File: src/rtl/hazard_ctrl.sv
// Pipeline hazard/stall controller: load-use bubbles, data-memory freeze, IF squash/bubble.
// Optional stall-cycle performance counter is built only when HAZARD_PERF_EN is defined.
module hazard_ctrl #(
  parameter logic [7:0] TIMEOUT = 8'd64
) (
  input  logic        clk,
  input  logic        rst,
  input  logic [2:0]  RsIfId,
  input  logic [2:0]  RtIfId,
  input  logic        RsValidIfId,
  input  logic        RtValidIfId,
  input  logic [2:0]  writeRegIdEx,
  input  logic        writeRegValidIdEx,
  input  logic        MemReadIdEx,
  input  logic        branchTakenEx,
  input  logic        dmemStall,
  input  logic        imemStall,
  output logic        stallPc,
  output logic        stallIfId,
  output logic        flushIfId,
  output logic        bubbleIdEx,
  output logic        freezeAll,
  output logic        err,
  output logic [1:0]  state,
  output logic [15:0] stallCycles
);

  typedef enum logic [1:0] {
    RUN     = 2'b00,
    LDUSE   = 2'b01,
    MEMWAIT = 2'b10,
    ERR     = 2'b11
  } state_e;

  state_e     state_q, state_d;
  logic [7:0] wait_q, wait_d;
  logic       err_q, err_d;
  logic       load_use;
  logic       stall_pc_c, stall_ifid_c, flush_ifid_c, bubble_idex_c, freeze_c;

  always_comb begin
    load_use = MemReadIdEx & writeRegValidIdEx &
               ((RsValidIfId & (RsIfId == writeRegIdEx)) |
                (RtValidIfId & (RtIfId == writeRegIdEx)));

    // NOTE: every signal gets a default here so no path through the case leaves one unassigned (no latches).
    state_d       = state_q;
    wait_d        = wait_q;
    err_d         = err_q;
    stall_pc_c    = 1'b0;
    stall_ifid_c  = 1'b0;
    flush_ifid_c  = 1'b0;
    bubble_idex_c = 1'b0;
    freeze_c      = 1'b0;

    if (state_q == ERR) begin
      stall_pc_c   = 1'b1;
      stall_ifid_c = 1'b1;
      freeze_c     = 1'b1;
      wait_d       = 8'd0;
    end else if (dmemStall) begin
      // A concurrent branch is dropped: EX is frozen and will present it again.
      stall_pc_c   = 1'b1;
      stall_ifid_c = 1'b1;
      freeze_c     = 1'b1;
      if (state_q == MEMWAIT) begin
        wait_d = (wait_q == 8'hFF) ? wait_q : wait_q + 8'd1;
        if (wait_q >= TIMEOUT) begin
          state_d = ERR;
          err_d   = 1'b1;
        end
      end else begin
        state_d = MEMWAIT;
        wait_d  = 8'd1;
      end
    end else begin
      wait_d  = 8'd0;
      state_d = RUN;
      if (branchTakenEx) begin
        flush_ifid_c  = 1'b1;
        bubble_idex_c = 1'b1;
      end else if (load_use && state_q != LDUSE) begin
        stall_pc_c    = 1'b1;
        stall_ifid_c  = 1'b1;
        bubble_idex_c = 1'b1;
        state_d       = LDUSE;
      end else if (imemStall) begin
        stall_pc_c   = 1'b1;
        flush_ifid_c = 1'b1;
      end
    end
  end

  // NOTE: state flops use non-blocking assignments so all of them update from the same pre-edge values.
  always_ff @(posedge clk or posedge rst) begin
    if (rst) begin
      state_q <= RUN;
      wait_q  <= 8'd0;
      err_q   <= 1'b0;
    end else begin
      state_q <= state_d;
      wait_q  <= wait_d;
      err_q   <= err_d;
    end
  end

  assign stallPc    = stall_pc_c    & ~rst;
  assign stallIfId  = stall_ifid_c  & ~rst;
  assign flushIfId  = flush_ifid_c  & ~rst;
  assign bubbleIdEx = bubble_idex_c & ~rst;
  assign freezeAll  = freeze_c      & ~rst;
  assign err        = err_q;
  assign state      = state_q;

`ifdef HAZARD_PERF_EN
  logic [15:0] stall_cnt_q, stall_cnt_d;

  always_comb begin
    stall_cnt_d = stall_cnt_q;
    if (stall_pc_c && state_q != ERR && stall_cnt_q != 16'hFFFF)
      stall_cnt_d = stall_cnt_q + 16'd1;
  end

  always_ff @(posedge clk or posedge rst) begin
    if (rst) stall_cnt_q <= 16'h0000;
    else     stall_cnt_q <= stall_cnt_d;
  end

  assign stallCycles = stall_cnt_q;
`else
  assign stallCycles = 16'h0000;
`endif

endmodule

File: config.mk
export PLATFORM = sky130hd
export DESIGN_NAME = hazard_ctrl
export DESIGN_NICKNAME = d
export VERILOG_FILES = /design/src/rtl/hazard_ctrl.sv
export SDC_FILE = /design/constraint.sdc
export NUM_CORES = 1
export LEC_CHECK = 0
export BUFFER_PORTS_ARGS = -buffer_cell sky130_fd_sc_hd__buf_2
export CORE_MARGIN = 2
export CORE_UTILIZATION = 40
export CTS_CLUSTER_SIZE = 10
export DETAILED_ROUTE_END_ITERATION = 7
export PLACE_DENSITY_LB_ADDON = 0.12
export SLEW_MARGIN = 10
export SYNTH_ARGS = -nofsm -noshare
export SYNTH_HDL_FRONTEND = slang
export SYNTH_SLANG_ARGS = --single-unit
File: constraint.sdc
create_clock -name clk -period 2.2 [get_ports clk]
set_clock_uncertainty 0.05 [all_clocks]
set_input_delay 0.66 -clock clk [delete_from_list [all_inputs] [get_ports clk]]
set_output_delay 0.66 -clock clk [all_outputs]
set_load 0.005 [all_outputs]
Word level (Yosys, flattened, before mapping)
Cells that the tools add are included.

operators by class
  $add $sub $neg = 1
  mux-type cells = 27
  div/mod/pow operators = 0
  eq/ne operators = 8
  bitwise logic cells = 12
  $mul = 0
  order comparisons = 1
  shift-type cells = 0
  reduce and logical (&&, ||, !) cells = 3

operators by type and width
  operator             number
  $mux 8               4
  $mux 1               20
  $and 1x1->1          9
  $add 8x1->8 const B  1
  $eq 8x8->1 const B   1
  $ge 8x7->1 const B   1
  $eq 3x3->1           2
  $mux 2               3
  $eq 2x2->1 const B   2
  $ne 4x4->1 const B   1
  $reduce_and 4->1     1
  $ne 3x2->1 const B   1
  $ne 2x1->1 const B   1
  $not 1->1            2
  $reduce_and 2->1     1
  $logic_and 1x1->1    1
  $or 1x1->1           1

word-level totals
  memory bits (read-only) = 0
  bits in registers = 11
  output and inout bits = 24
  bits in latches = 0
  input port bits = 18
  memories = 0
  memory bits (writable) = 0

Depth between registers and ports, before layout
  depth after elaboration = 10
  depth in mapped cells = 6

Least setup slack after synthesis
No wires, ideal clock.

  path kind = input to output
  start point = input port writeRegIdEx[0]
  end point = output port flushIfId
  path buffers = 0
  required time = 1.490 ns
  data arrival time = 1.345 ns
  stages on the path = 4
  path slack = 0.145 ns
  cells stage by stage = xnor2_1 and4_1 o21ai_2 o2111a_1

between the ends
  word-level cells in the longest chain between the ends = 10
  elaborated cells on any way between the ends = 12
  classes of those cells = 2 x eq/ne; 4 x mux; 5 x bitwise; 1 x reduce/logical

RTL lines
  element                                line    RTL
  start, declared                        12      input logic [2:0] writeRegIdEx,
  $eq 3x3->1, on equally long branches   43, 44
  $and 1x1->1, on equally long branches  43, 44
  $or 1x1->1 (*)                         43      ((RsValidIfId & (RsIfId == writeRegIdEx)) |
  $and 1x1->1 (*)                        42      load_use = MemReadIdEx & writeRegValidIdEx &
  $logic_and 1x1->1 (*)                  82      end else if (load_use && state_q != LDUSE) begin
  $mux 1 (*)                             82
  $mux 1 (*)                             79      if (branchTakenEx) begin
  $mux 1 (*)                             61      end else if (dmemStall) begin
  $mux 1 (*)                             56      if (state_q == ERR) begin
  $and 1x1->1 (*)                        109     assign flushIfId = flush_ifid_c & ~rst;
  end, declared                          20      output logic flushIfId,

Mark *: on every way between the ends. The rest lies on a longest branch, timed or not.

Worst setup path after layout
  start point = input port writeRegIdEx[1]
  end point = output port flushIfId

Same word-level chain as after synthesis.

==> run summary <==
Post-Synth Simple-Gate Area: 0.227
routability cong.: 0.865
clk buf depth: 2
drt wl/cell: 11.5 um
violated checks: setup timing
R2R cell count: 5
Reg2Reg Setup Slack: 0.66 ns
post-synthesis mux area share: 0.0124
final slew viol count: 0
max incr delay on CP: 0.21 ns
core area: 1920 um^2
post-CTS setup buffer count: 0
status: complete, but fails checks
register area share after synthesis: 0.342
startpoint types: primary input
Post-synth EDFFs: 0
main flop type after synthesis: dfrtp_1
design area: 1010 um^2
top cells by area, synth: dfrtp_1 (34%), buf_4 (15%), xnor2_1 (7.6%), nor2_1 (3.7%), a31oi_1 (3.1%)
Worst Hold Class: in2async
slowest library cell on the worst path: o21ai_2
die height: 48.9 um
CP Cell Sequence: buf_6 > xnor2_1 > and4_1 > o21ai_2 > o2111a_1 > buf_2
post-route clock period utilization: 1.05
input/output buffers: 25
DRC viols: 0
Post-Layout Cell Count: 148
Period minus WS final: 2.30 ns
IO Pins: 42
pwr/cell area: 441 nW/um^2
detailed-route via count: 706
RSZ-0062 raised after global routing: true
Vias per Instance: 4.77
Syn-to-layout area delta: 24.8%
layout cells sized above 1: 0.331
Die W: 48.9 um
pin count of the biggest net entering global routing: 12
cell count after placement: 144
antenna violations before repair: 0
Num CTS Buffers: 3
placed inst area: 905 um^2
clock sink total: 11
setup ws final: -0.0992 ns
YS warnings: 0
most common cell in the synthesized netlist: buf_4
asr flop ratio synth: 1.00
Reg2Reg Launch Point: wait_q[0]$_DFFE_PP0P_
max-cap violations: 0
vias in the first global route: 604
post-synthesis xor/xnor area fraction: 0.0761
DRT Wirelength: 1700 um
Synth cell types: 30
crit path capture type: primary output
area leader, netlist: dfrtp_1
Peak Freq: 435 MHz
Synth Area in Compound Gates: 0.146
Worst-Skew Late Latency: 0.28 ns
Detailed Route Iter0 Violations: 19
Initial Util: 0.419
CP Max Fanout: 4
Ant. Diodes: 0
final hold violation count: 0
overall global routing resource usage: 0.141
synthesized area: 806 um^2
row count: 16
Cells after Synth: 92
level count of the clock H-tree: 1
die footprint: 2390 um^2
nets@finish: 141
TritonCTS clock tree: yes
post-synth top area share: 0.342
Worst Path Arrival: 1.59 ns
CP Class: in2out
DPL Wire Length: 1240 um
Seq cells post-synth: 11
total power: 444 uW
Post-DRT Antenna Nets: 0
Post-Syn Area per Cell: 8.76 um^2
grt total ovfl: 0
Pre-Repair DR Iteration Count: 4
CTS clk-pin slew, worst paths: 0.08 ns
Reg-to-Reg End: wait_q[0]$_DFFE_PP0P_
Leak: 0.000511 uW
final core utilization: 0.523
final setup violating endpoints: 3
top cells by count, synth: buf_4 (16), dfrtp_1 (11), nor2_1 (8), xnor2_1 (7), nand2_1 (6)
VDD IR max: 345 uV
CP required: 1.49 ns
first-pass GRT wire length: 2590 um
root buffer cell: clkbuf_4
Synth Area in Adders: 0.0155
largest family of logic cells by synthesized area: simple AND/OR/NAND/NOR gates
[sequential cells by signal, summed over array words and instances (netlist names)]
| register | cells |
|---|---|
| wait_q | 8 |
| state | 2 |
| err | 1 |
[placed cells by master (no fill, tap or decap)]
cell       n
nor2_1     8
buf_2     19
conb_1    16
nor4_1     1
nand3b_1   1
nand2_1    6
dfrtp_1   11
o221ai_1   1
clkbuf_4   3
and2b_1    1
inv_1      3
nor3_1     4
nand4_2    1
o211ai_1   1
and4_4     1
o21ai_0    4
a21oi_2    1
clkinv_2   1
xnor2_1    3
and3_2     1
and4_1     1
o21ai_2    1
o2111a_1   2
o21bai_1   2
buf_4      2
a21oi_1    1
nand3_1    5
or2_1      1
nor3b_1    1
nand2b_1   1
nor2b_1    1
buf_6      6
mux2i_1    1
a31oi_1    4
ha_1       1
xnor2_2    4
[routing by layer]
layer | track usage | vias to the layer above | part of all wire
met5 | 0 | - | 0
met4 | 0.0571 | 0 | 0.0077
met3 | 0.0368 | 2 | 0.067
met2 | 0.231 | 34 | 0.50
met1 | 0.176 | 321 | 0.42
li1 | - | 349 | -
[kinds of logic (layout without fill, tap and decap cells)]
logic type,count (synthesis),after routing
xor gates and xnor gates,7,7
other,1,16
buffers and inverters,20,34
DFF,11,11
AOI/OAI and AO/OA,17,17
adders and majority gates,1,1
muxes,1,1
and+or+nand+nor,34,34
[worst max-delay path: cells and delay by family]
| kind | cells | cell delay, ns |
|---|---|---|
| compound gates | 2 | 0.41 |
| simple gates | 1 | 0.20 |
| xor+xnor | 1 | 0.11 |
| buf+inv | 2 | 0.21 |
[what timing repair did]
item	4_1_cts	5_1_grt
gates cloned	0	0
pin swaps	8	5
hold buffers	0	0
endpoints found under the setup margin	3	5
resized for setup	4	8
[metrics by stage]
| stage | hold WS, ns | setup slack [ns] | setup TNS, ns |
|---|---|---|---|
| finish | 0.390 | -0.0992 | -0.154 |
| global route | 0.406 | -0.174 | -0.393 |
| CTS | 0.386 | -0.0949 | -0.168 |
| detailed placement | 0.431 | -0.136 | -0.259 |
| global placement | 0.411 | -0.0975 | -0.182 |
| floorplan | 0.418 | 0.145 | 0 |
[worst max path at each step]
stage / from / end / slack, ns
after floorplan: writeRegIdEx[0] / flushIfId / 0.14
after global placement: writeRegIdEx[0] / flushIfId / -0.1
after detailed placement: writeRegIdEx[0] / flushIfId / -0.14
after CTS: writeRegIdEx[1] / flushIfId / -0.09
after global routing: writeRegIdEx[1] / flushIfId / -0.17
final: writeRegIdEx[1] / flushIfId / -0.1
[report_power, final]
part,internal (uW),total (uW),switching [uW]
sequential,207,214,6.94
clock,67.4,139,71.7
combinational,48.0,91.2,43.2
total,322,444,122
[cell type report]
class | count | area (um^2)
Sequential cell | 11 | 275
Inverter | 3 | 11.3
Timing Repair Buffer | 27 | 178
Clock buffer | 3 | 22.5
Multi-Input combinational cell | 76 | 480
Fill cell | 188 | 916
Clock inverter | 1 | 5.00
Tap cell | 27 | 33.8
Power figures use the tool's default switching activity.
